File: src/rtl/axi_burst_sched_pkg.sv
// Shared types and sizing helpers for the AXI line-burst scheduler.
// Holds the scheduler FSM state enum and the burst_ch width helper.
package axi_burst_sched_pkg;

    typedef enum logic [1:0] {
        IDLE      = 2'd0,
        ISSUE     = 2'd1,
        WAIT_DONE = 2'd2
    } state_t;

    // Width of a channel index; never narrower than one bit.
    function automatic int ch_width(input int n);
        return (n > 1) ? $clog2(n) : 1;
    endfunction

    localparam int NUM_CH_DEFAULT = 2;
    localparam int CH_W_DEFAULT   = ch_width(NUM_CH_DEFAULT);

endpackage

File: src/rtl/axi_burst_sched_if.sv
// Channel request and burst command signals of the scheduler.
// Handshakes: ch_req_valid is held until the one-cycle ch_req_ready pulse; a
// burst command transfers on the cycle where burst_valid and burst_ready are both high.
interface axi_burst_sched_if
    import axi_burst_sched_pkg::*;
#(
    parameter int NUM_CH     = 2,
    parameter int ADDR_WIDTH = 32
);
    localparam int CH_W = ch_width(NUM_CH);

    logic [NUM_CH-1:0]            ch_req_valid;
    logic [NUM_CH-1:0]            ch_req_ready;
    logic [NUM_CH-1:0]            ch_frame_start;
    logic [NUM_CH*ADDR_WIDTH-1:0] ch_base_addr;
    logic                         burst_valid;
    logic                         burst_ready;
    logic [ADDR_WIDTH-1:0]        burst_addr;
    logic [CH_W-1:0]              burst_ch;
    logic                         burst_done;

    modport master (
        input  ch_req_valid, ch_frame_start, ch_base_addr, burst_ready, burst_done,
        output ch_req_ready, burst_valid, burst_addr, burst_ch
    );

    modport slave (
        output ch_req_valid, ch_frame_start, ch_base_addr, burst_ready, burst_done,
        input  ch_req_ready, burst_valid, burst_addr, burst_ch
    );

endinterface

File: src/rtl/axi_burst_sched_rr_arbiter.sv
// Round-robin arbiter: first requester at or after ptr wins, wrapping modulo NUM_CH.
module rr_arbiter #(
    parameter int NUM_CH = 2,
    parameter int CH_W   = 1
) (
    input  logic [NUM_CH-1:0] req,
    input  logic [CH_W-1:0]   ptr,
    output logic [NUM_CH-1:0] grant,
    output logic [CH_W-1:0]   idx
);

    always_comb begin
        logic            found;
        logic [CH_W-1:0] cand;
        grant = '0;
        idx   = '0;
        found = 1'b0;
        cand  = '0;
        for (int k = 0; k < NUM_CH; k++) begin
            cand = CH_W'((int'(ptr) + k) % NUM_CH);
            if (!found && req[cand]) begin
                found       = 1'b1;
                grant[cand] = 1'b1;
                idx         = cand;
            end
        end
    end

endmodule

File: src/rtl/axi_burst_sched.sv
// Shares one AXI read burst engine between NUM_CH video line readers, one burst in flight.
// Optional watchdog with sticky sched_err: define SCHED_TIMEOUT_EN.
module axi_burst_sched
    import axi_burst_sched_pkg::*;
#(
    parameter int NUM_CH      = 2,
    parameter int ADDR_WIDTH  = 32,
    parameter int LINE_BYTES  = 7680,
    parameter int V_DISP      = 1080,
    parameter int TIMEOUT_CYC = 4096
) (
    input  logic                M_AXI_ACLK,
    input  logic                M_AXI_ARESET,
    axi_burst_sched_if.master   bus,
`ifdef SCHED_TIMEOUT_EN
    output logic                sched_err,
`endif
    output state_t              dbg_state
);

    localparam int CH_W = ch_width(NUM_CH);
    localparam int LC_W = $clog2(V_DISP);

    state_t            state_q, state_d;
    logic [NUM_CH-1:0] grant;
    logic [CH_W-1:0]   grant_idx;
    logic [CH_W-1:0]   rr_ptr_q;
    logic [LC_W-1:0]   line_cnt_q [NUM_CH];
    logic [ADDR_WIDTH-1:0] addr_q;
    logic [CH_W-1:0]   ch_q;
    logic              do_grant;
    logic [LC_W-1:0]   eff_line;
    logic [LC_W-1:0]   next_line;
    logic [ADDR_WIDTH-1:0] grant_addr;
    logic [CH_W-1:0]   next_ptr;
    logic              wd_hit;

    rr_arbiter #(
        .NUM_CH (NUM_CH),
        .CH_W   (CH_W)
    ) u_rr_arbiter (
        .req   (bus.ch_req_valid),
        .ptr   (rr_ptr_q),
        .grant (grant),
        .idx   (grant_idx)
    );

    // Reset gates the grant so ch_req_ready drops the moment reset rises.
    assign do_grant = !M_AXI_ARESET && (state_q == IDLE) && (|bus.ch_req_valid);

    // A frame start in the grant cycle takes effect for the granted burst itself.
    always_comb begin
        eff_line   = bus.ch_frame_start[grant_idx] ? '0 : line_cnt_q[grant_idx];
        next_line  = (eff_line == LC_W'(V_DISP - 1)) ? '0 : eff_line + 1'b1;
        grant_addr = bus.ch_base_addr[grant_idx*ADDR_WIDTH +: ADDR_WIDTH]
                   + ADDR_WIDTH'(eff_line) * ADDR_WIDTH'(LINE_BYTES);
        next_ptr   = (grant_idx == CH_W'(NUM_CH - 1)) ? '0 : grant_idx + 1'b1;
    end

    always_comb begin
        state_d = state_q;
        unique case (state_q)
            IDLE:      if (do_grant) state_d = ISSUE;
            ISSUE:     if (bus.burst_ready) state_d = WAIT_DONE;
            WAIT_DONE: if (bus.burst_done || wd_hit) state_d = IDLE;
            default:   state_d = IDLE;
        endcase
    end

    always_ff @(posedge M_AXI_ACLK or posedge M_AXI_ARESET) begin
        if (M_AXI_ARESET) begin
            state_q  <= IDLE;
            addr_q   <= '0;
            ch_q     <= '0;
            rr_ptr_q <= '0;
            for (int i = 0; i < NUM_CH; i++) line_cnt_q[i] <= '0;
        end else begin
            state_q <= state_d;
            if (do_grant) begin
                addr_q   <= grant_addr;
                ch_q     <= grant_idx;
                rr_ptr_q <= next_ptr;
            end
            for (int i = 0; i < NUM_CH; i++) begin
                if (do_grant && grant[i]) line_cnt_q[i] <= next_line;
                else if (bus.ch_frame_start[i]) line_cnt_q[i] <= '0;
            end
        end
    end

`ifdef SCHED_TIMEOUT_EN
    localparam int WD_W = $clog2(TIMEOUT_CYC + 1);
    logic [WD_W-1:0] wd_cnt_q;

    assign wd_hit = (state_q == WAIT_DONE) && !bus.burst_done
                 && (wd_cnt_q == WD_W'(TIMEOUT_CYC - 1));

    always_ff @(posedge M_AXI_ACLK or posedge M_AXI_ARESET) begin
        if (M_AXI_ARESET) begin
            wd_cnt_q  <= '0;
            sched_err <= 1'b0;
        end else begin
            wd_cnt_q  <= (state_q == WAIT_DONE) ? wd_cnt_q + 1'b1 : '0;
            sched_err <= sched_err | wd_hit;
        end
    end
`else
    assign wd_hit = 1'b0;
`endif

    assign bus.ch_req_ready = do_grant ? grant : '0;
    assign bus.burst_valid  = (state_q == ISSUE);
    assign bus.burst_addr   = addr_q;
    assign bus.burst_ch     = ch_q;
    assign dbg_state        = state_q;

endmodule

File: src/flat_wrapper.sv
// flat-port wrapper written by rule: the top's interface ports become plain ports
module axi_burst_sched_flat import axi_burst_sched_pkg::*;
#(
    parameter int NUM_CH      = 2,
    parameter int ADDR_WIDTH  = 32,
    parameter int LINE_BYTES  = 7680,
    parameter int V_DISP      = 1080,
    parameter int TIMEOUT_CYC = 4096
)
  (M_AXI_ACLK, M_AXI_ARESET, dbg_state, bus_ch_req_valid, bus_ch_frame_start, bus_ch_base_addr, bus_burst_ready, bus_burst_done, bus_ch_req_ready, bus_burst_valid, bus_burst_addr, bus_burst_ch);
  axi_burst_sched_if #(.NUM_CH(NUM_CH), .ADDR_WIDTH(ADDR_WIDTH)) bus_i ();
  input  logic M_AXI_ACLK;
  input  logic M_AXI_ARESET;
  output state_t dbg_state;
  input wire logic [$bits(bus_i.ch_req_valid)-1:0] bus_ch_req_valid;
  input wire logic [$bits(bus_i.ch_frame_start)-1:0] bus_ch_frame_start;
  input wire logic [$bits(bus_i.ch_base_addr)-1:0] bus_ch_base_addr;
  input wire logic [$bits(bus_i.burst_ready)-1:0] bus_burst_ready;
  input wire logic [$bits(bus_i.burst_done)-1:0] bus_burst_done;
  output wire logic [$bits(bus_i.ch_req_ready)-1:0] bus_ch_req_ready;
  output wire logic [$bits(bus_i.burst_valid)-1:0] bus_burst_valid;
  output wire logic [$bits(bus_i.burst_addr)-1:0] bus_burst_addr;
  output wire logic [$bits(bus_i.burst_ch)-1:0] bus_burst_ch;
  assign bus_i.ch_req_valid = bus_ch_req_valid;
  assign bus_i.ch_frame_start = bus_ch_frame_start;
  assign bus_i.ch_base_addr = bus_ch_base_addr;
  assign bus_i.burst_ready = bus_burst_ready;
  assign bus_i.burst_done = bus_burst_done;
  assign bus_ch_req_ready = bus_i.ch_req_ready;
  assign bus_burst_valid = bus_i.burst_valid;
  assign bus_burst_addr = bus_i.burst_addr;
  assign bus_burst_ch = bus_i.burst_ch;
  axi_burst_sched #(.NUM_CH(NUM_CH), .ADDR_WIDTH(ADDR_WIDTH), .LINE_BYTES(LINE_BYTES), .V_DISP(V_DISP), .TIMEOUT_CYC(TIMEOUT_CYC)) u_core (.M_AXI_ACLK(M_AXI_ACLK), .M_AXI_ARESET(M_AXI_ARESET), .bus(bus_i), .dbg_state(dbg_state));
endmodule
File: config.mk
export PLATFORM = sky130hd
export DESIGN_NAME = axi_burst_sched_flat
export DESIGN_NICKNAME = d
export VERILOG_FILES = /design/src/rtl/axi_burst_sched_pkg.sv /design/src/rtl/axi_burst_sched_if.sv /design/src/rtl/axi_burst_sched_rr_arbiter.sv /design/src/rtl/axi_burst_sched.sv /design/src/flat_wrapper.sv
export SDC_FILE = /design/constraint.sdc
export NUM_CORES = 1
export LEC_CHECK = 0
export CORE_ASPECT_RATIO = 0.6
export CORE_UTILIZATION = 47
export CTS_CLUSTER_SIZE = 25
export DETAILED_ROUTE_END_ITERATION = 10
export GPL_ROUTABILITY_DRIVEN = 0
export PLACE_DENSITY_LB_ADDON = 0.25
export RECOVER_POWER = 25
export SLEW_MARGIN = 5
export SYNTH_ARGS = -nofsm -noshare
export SYNTH_HDL_FRONTEND = slang
export SYNTH_SLANG_ARGS = --single-unit
File: constraint.sdc
create_clock -name M_AXI_ACLK -period 5.58 [get_ports M_AXI_ACLK]
set_input_delay 1.674 -clock M_AXI_ACLK [delete_from_list [all_inputs] [get_ports M_AXI_ACLK]]
set_output_delay 1.674 -clock M_AXI_ACLK [all_outputs]
set_load 0.02 [all_outputs]
# --- Word-level counts from Yosys, hierarchy flattened ---
# Cells that the tools add are included.
# W data, S select, Z words.
op_classes:
  reduce_logical: 14
  mux: 30
  magnitude_cmp: 6
  shift: 1
  n_bitwise: 2
  n_addsub: 4
  n_mul: 1
  eq_ne: 6
op_table:
  columns: ["cell", "count"]
  rows:
  - ["$mux W11", 9]
  - ["$shiftx A64 B7 Y32", 1]
  - ["$add A32 B24 Y32", 1]
  - ["$mul A11 B4 Y15 const B", 1]
  - ["$mux W1", 12]
  - ["$mux W2", 6]
  - ["$add A11 B1 Y11 const B", 1]
  - ["$eq A11 B11 Y1 const B", 1]
  - ["$logic_and A1 B1 Y1", 7]
  - ["$lt A1 B2 Y1 const B", 3]
  - ["$pmux W2 S3", 1]
  - ["$ne A2 B2 Y1 const B", 2]
  - ["$reduce_bool A2 Y1", 2]
  - ["$reduce_and A3 Y1", 1]
  - ["$add A1 B1 Y1 const B", 2]
  - ["$demux W1 S1", 2]
  - ["$eq A2 B1 Y1 const B", 1]
  - ["$eq A2 B2 Y1 const B", 1]
  - ["$ge A1 B1 Y1 const B", 2]
  - ["$ge A2 B2 Y1 const B", 1]
  - ["$logic_not A1 Y1", 2]
  - ["$logic_not A2 Y1", 1]
  - ["$ne A2 B1 Y1 const B", 1]
  - ["$not A1 Y2", 1]
  - ["2 further kinds", 2]
word_totals:
  register_bits: 58
  out_inout_bits: 38

# --- Logic depth before layout (Yosys ltp) ---
depth:
  word_depth: 14
  depth_mapped: 30

# --- Cells and area by module ---
# From an unflattened synthesis, not the netlist that was laid out.
unflattened:
  cells_unflattened: 581
  area_unflattened_um2: 5116.2
modules_own_cells:
  columns: ["mod", "seq_area_each_um2", "cells_each", "n_inst", "area_each_um2"]
  rows:
  - ["axi_burst_sched", 1451.4, 577, 1, 5086.1]
  - ["rr_arbiter", 0.0, 4, 1, 30.0]

# --- Worst setup path before layout ---
# Ideal clock, no wire load.
synth_path:
  path_type: "input to register"
  startpoint: "in bus_ch_req_valid[0]"
  endpoint: "reg u_core.addr_q[29] (netlist: u_core.bus.burst_addr[29])"
  arrival_time_ns: 6.924
  setup_slack_ns: -1.476
  setup_time_ns: 0.132
  n_path_buf: 4
  stages: 30
  cell_sequence: "and2b_4 > nor2_8 > buf_6 > clkbuf_1 > clkbuf_1 > nand2_1 > a21oi_1 > ha_1 > xnor2_1 > fa_1 > inv_1 > ha_1 > nor2b_1 > o21a_1 > o21ai_0 > nand2b_1 > a31o_2 > a41oi_1 > nor2b_1 > xnor2_1 > ha_1 > clkbuf_1 > a21oi_1 > o21ai_0 > a21o_1 > nand2b_1 > o31a_1 > a21oi_1 > and3_1 > o31ai_1"
synth_between:
  elab_chain_cells: 13
  word_cells_on_any_way: 21
  cone_classes: "1 x add/sub; 1 x mul; 1 x shift; 13 x mux; 1 x bitwise; 4 x reduce/logical"
synth_lines:
  columns: ["element", "line", "rtl"]
  rows:
  - ["from (decl)", "flat_wrapper.sv:15", "input wire logic [$bits(bus_i.ch_req_valid)-1:0] bus_ch_req_valid;"]
  - ["$mux W1 (not written as such) (2 in series)", "axi_burst_sched_rr_arbiter.sv:21", "if (!found && req[cand]) begin"]
  - ["$mux W1", "axi_burst_sched_rr_arbiter.sv:21", null]
  - ["$logic_not A1 Y1", "axi_burst_sched_rr_arbiter.sv:21", null]
  - ["$logic_and A1 B1 Y1", "axi_burst_sched_rr_arbiter.sv:21", null]
  - ["$mux W1", "axi_burst_sched_rr_arbiter.sv:21", null]
  - ["$not A1 Y2 (not written as such)", "axi_burst_sched.sv:53", "eff_line = bus.ch_frame_start[grant_idx] ? '0 : line_cnt_q[grant_idx];"]
  - ["$mux W11 (not written as such) (3 in series)", "axi_burst_sched.sv:53", null]
  - ["$mux W11", "axi_burst_sched.sv:53", null]
  - ["$mul A11 B4 Y15", "axi_burst_sched.sv:56", "+ ADDR_WIDTH'(eff_line) * ADDR_WIDTH'(LINE_BYTES);"]
  - ["$add A32 B24 Y32", "axi_burst_sched.sv:56", null]
  - ["to (signal assigned)", "axi_burst_sched.sv:80", "addr_q <= grant_addr;"]
  - ["to (decl)", "axi_burst_sched.sv:29", "logic [ADDR_WIDTH-1:0] addr_q;"]
# Parallel ways exist; a longest one is shown, timed or not. The select of a mux whose other input is x is not followed.
# A chain may end at the register's enable or synchronous reset.

# --- Worst setup path after layout ---
layout_path:
  startpoint: "in bus_ch_req_valid[0]"
  endpoint: "reg u_core.addr_q[28] (netlist: u_core.bus.burst_addr[28])"
# Same word-level chain as after synthesis.

==> results_dict.tcl <==
set metrics [dict create \
    instances_no_fill 1038 \
    grt_max_degree 43 \
    reg2reg_depth 27 \
    syn_inst 642 \
    nets 1019 \
    multi_input_comb_area_um2 3910 \
    status "finished with violations" \
    power_per_cell_area_nw_per_um2 301 \
    numPlacedInstances 982 \
    grt_pass1_vias 6077 \
    grt_usage_pct 34.5 \
    first_iter_violations 623 \
    via_per_inst 5.95 \
    clock_path_buffers 2 \
    hp-class "flop to flop" \
    grt_pass1_wl_mm 30.3 \
    cts.clk_slew.worst_paths_ns 0.06 \
    synth_fp_nets 767 \
    syn_area_per_cell_um2 8.07 \
    seqPwrFrac_pct 25.7 \
    holdWs_ns 0.482 \
    synthFlopType "dfrtp_1" \
    rr_startpoint "u_core.rr_ptr_q" \
    r2r_slack_ns 0.04 \
    intPower_mw 1.55 \
    yosys_register_bits 58 \
    cts_tree "yes" \
    area_growth_pct 61.5 \
    period_share_pct 116 \
    timing.rr.end "u_core.bus.burst_addr[28]" \
    postPlaceCellArea_um2 7280 \
    finalMaxSlewViolations 43 \
    arrival_ns 6.70 \
    ant_nets 0 \
    dieArea_um2 11500 \
    combPwrFrac_pct 49.4 \
    cts_inserted_buffers 9 \
    root_buffer "clkbuf_16" \
    io_buffers 109 \
    htree_levels 3 \
    worstMarginPinSlew_ns 2.44 \
    num_antenna_cells 0 \
    core_area_um2 10600 \
    timing.critical_path.to "u_core.bus.burst_addr[28]" \
    cts_hold_buf 0 \
    drc_errors 0 \
    die_w_um 138 \
    place_hpwl_mm 12.4 \
    relSlewSlack_pct -62.4 \
    finalSetupViolations 17 \
    crit_path_start_kind "input port" \
    setup_slack_ns -0.874 \
    start_util_pct 48.8 \
    violations "max-capacitance violations, max-slew violations, negative setup slack" \
    p_total_mw 2.52 \
    post-route-util_pct 78.7 \
    synth_edf_count 0 \
    grt_overflow 0 \
    async_reset_ff_share_pct 100 \
    synth_warnings 0 \
    p_leak_nw 3.93 \
    dp_slack_ns -1.44 \
    seq_area_um2 1450 \
    clock.fmax_mhz 155 \
    hold_viol 0 \
    rows 29 \
    cts_num_sinks 58 \
    syn_area_um2 5180 \
    critPathCaptureType "flop" \
    period_needed_ns 6.45 \
    antenna_found_initial 0 \
    design_area_um2 8370 \
    dr.pass1.iters 6 \
    synth_cell_type_count 60 \
    crit_slowest_cell "fa_1" \
    synth-seq-area-share_pct 28.0 \
    drt-total-wl_mm 20.4 \
    power.switching_mw 0.967 \
    crit_type "input port to flop" \
    required_ns 5.82 \
    rsz0062_at_grt "yes" \
    wl_per_cell_um 19.7 \
    pwr-share-clk_pct 25.0 \
    vdd_drop_max_mv 0.335 \
    crit_start "bus_ch_req_valid[0]" \
    maxCapViolations 1 \
    crit_fanout 4 \
    drive_above_1_share_pct 28.7 \
    cpPeakStageDelay_ns 0.52 \
    die_h_um 83.4 \
    ios 110 \
    p_sw_share_pct 38.4 \
    via_count 6177 \
    fill_cells 590 \
    fin_tns_setup_ns -10.21 \
    fin_skew_ns 0.00790 \
    clk_latency_ns 0.34 \
]
-- worst min path at each step --
| stage | endpoint | depth (start not counted) | start |
|---|---|---|---|
| global route | u_core.bus.burst_addr[19] | 2 | u_core.bus.burst_addr[19] |
| floorplan | u_core.rr_ptr_q | 2 | u_core.rr_ptr_q |
| finish | u_core.bus.burst_addr[19] | 2 | u_core.bus.burst_addr[19] |
| detailed placement | u_core.bus.burst_addr[19] | 2 | u_core.bus.burst_addr[19] |
| CTS | u_core.bus.burst_addr[19] | 2 | u_core.bus.burst_addr[19] |
| global placement | u_core.bus.burst_ch | 2 | u_core.bus.burst_ch |
-- repair_timing --
action                                  in CTS  in global routing
setup buffers                               36                  6
endpoints found under the setup margin      18                 18
hold endpoints to repair                     0                  0
pin swaps                                   51                 38
resized for setup                           72                 34
cloned                                       0                  0
-- power by group through the flow --
| stage | logic (mW) | registers (mW) | clock network [mW] |
|---|---|---|---|
| 2_1_floorplan | 0.408 | 0.779 | 0 |
| 3_3_place_gp | 1.03 | 0.633 | 0 |
| 3_5_place_dp | 1.06 | 0.641 | 0 |
| 4_1_cts | 1.15 | 0.637 | 0.624 |
| 5_1_grt | 1.32 | 0.659 | 0.648 |
| 6_report | 1.24 | 0.646 | 0.629 |
-- registers in the layout, indices dropped and copies added (netlist names) --
signal	cells
u_core.bus.burst_addr	32
u_core.dbg_state	2
u_core.rr_ptr_q	1
u_core.bus.burst_ch	1
u_core.line_cnt_q	22
-- cells by family after synthesis --
family	synth area share, %
AOI/OAI and AO/OA	16.1
muxes	3.91
buffers and inverters	5.67
xor gates and xnor gates	7.77
DFF	28.0
adders and majority gates	15.0
and+or+nand+nor	23.6
-- critical path, delay by kind of cell --
family,cells,cell delay (ns)
AOI/OAI and AO/OA,8,1.26
xor gates and xnor gates,3,0.48
adders and majority gates,4,1.38
buffers and inverters,5,0.65
muxes,1,0.33
and+or+nand+nor,6,0.90
-- layout make-up --
type | count | share of cell area, %
multi-input combinational | 509 | 46.7
sequential | 58 | 17.3
clock inverter | 4 | 0.882
tap | 139 | 2.08
clock buffer | 12 | 3.06
inverter | 51 | 2.29
timing repair buffer | 265 | 27.6
-- metal layers --
layer,GRT usage (%),share of wire [%]
met3,7.51,11
met1,44.5,39
met5,0,0
met4,14.4,5.9
met2,55.6,45
-- cells in the mapped netlist, types with 2 or more instances --
cell	count	area, µm²
nand2_1	137	514
dfrtp_1	58	1450
inv_1	49	184
ha_1	39	488
o21ai_0	38	190
nor2_1	33	124
xnor2_1	33	289
a21oi_1	30	150
clkbuf_1	19	71.3
nand3_1	19	95.1
nand3b_1	16	120
o21ai_1	15	75.1
fa_1	14	280
xor2_1	13	114
a31oi_1	11	68.8
a21o_1	10	75.1
mux2i_1	10	100
nor3_1	8	40.0
nand2b_1	6	37.5
nor2b_1	6	37.5
nor3b_1	6	45.0
mux2i_2	5	68.8
nand4_1	5	31.3
o31ai_1	5	37.5
buf_2	4	20.0
o211ai_1	4	30.0
o21a_1	4	30.0
and3_1	3	18.8
or3_1	3	18.8
a211oi_1	2	15.0
a311oi_1	2	17.5
a41oi_1	2	17.5
and2_1	2	12.5
inv_2	2	7.51
mux2_2	2	22.5
nor2_2	2	12.5
nor4_2	2	25.0
-- layout by cell type, fill, tap and decap left out, types with 6 or more instances in the layout --
master and n:
fa_1 12, dfrtp_1 58, nand2_1 135, nand3b_1 16
nor3b_1 6, xnor2_2 6, inv_2 6, buf_6 11
a21oi_1 20, nor2_1 28, clkbuf_16 9, mux2i_1 8
nand3_1 19, inv_1 45, xor2_1 11, xnor2_1 26
a21o_1 10, o21ai_1 19, a21oi_2 6, o21ai_0 26
nand2b_1 6, a31oi_1 9, o21ai_2 7, clkdlybuf4s50_1 103
ha_1 33, buf_4 142
Power figures use the tool's default switching activity.
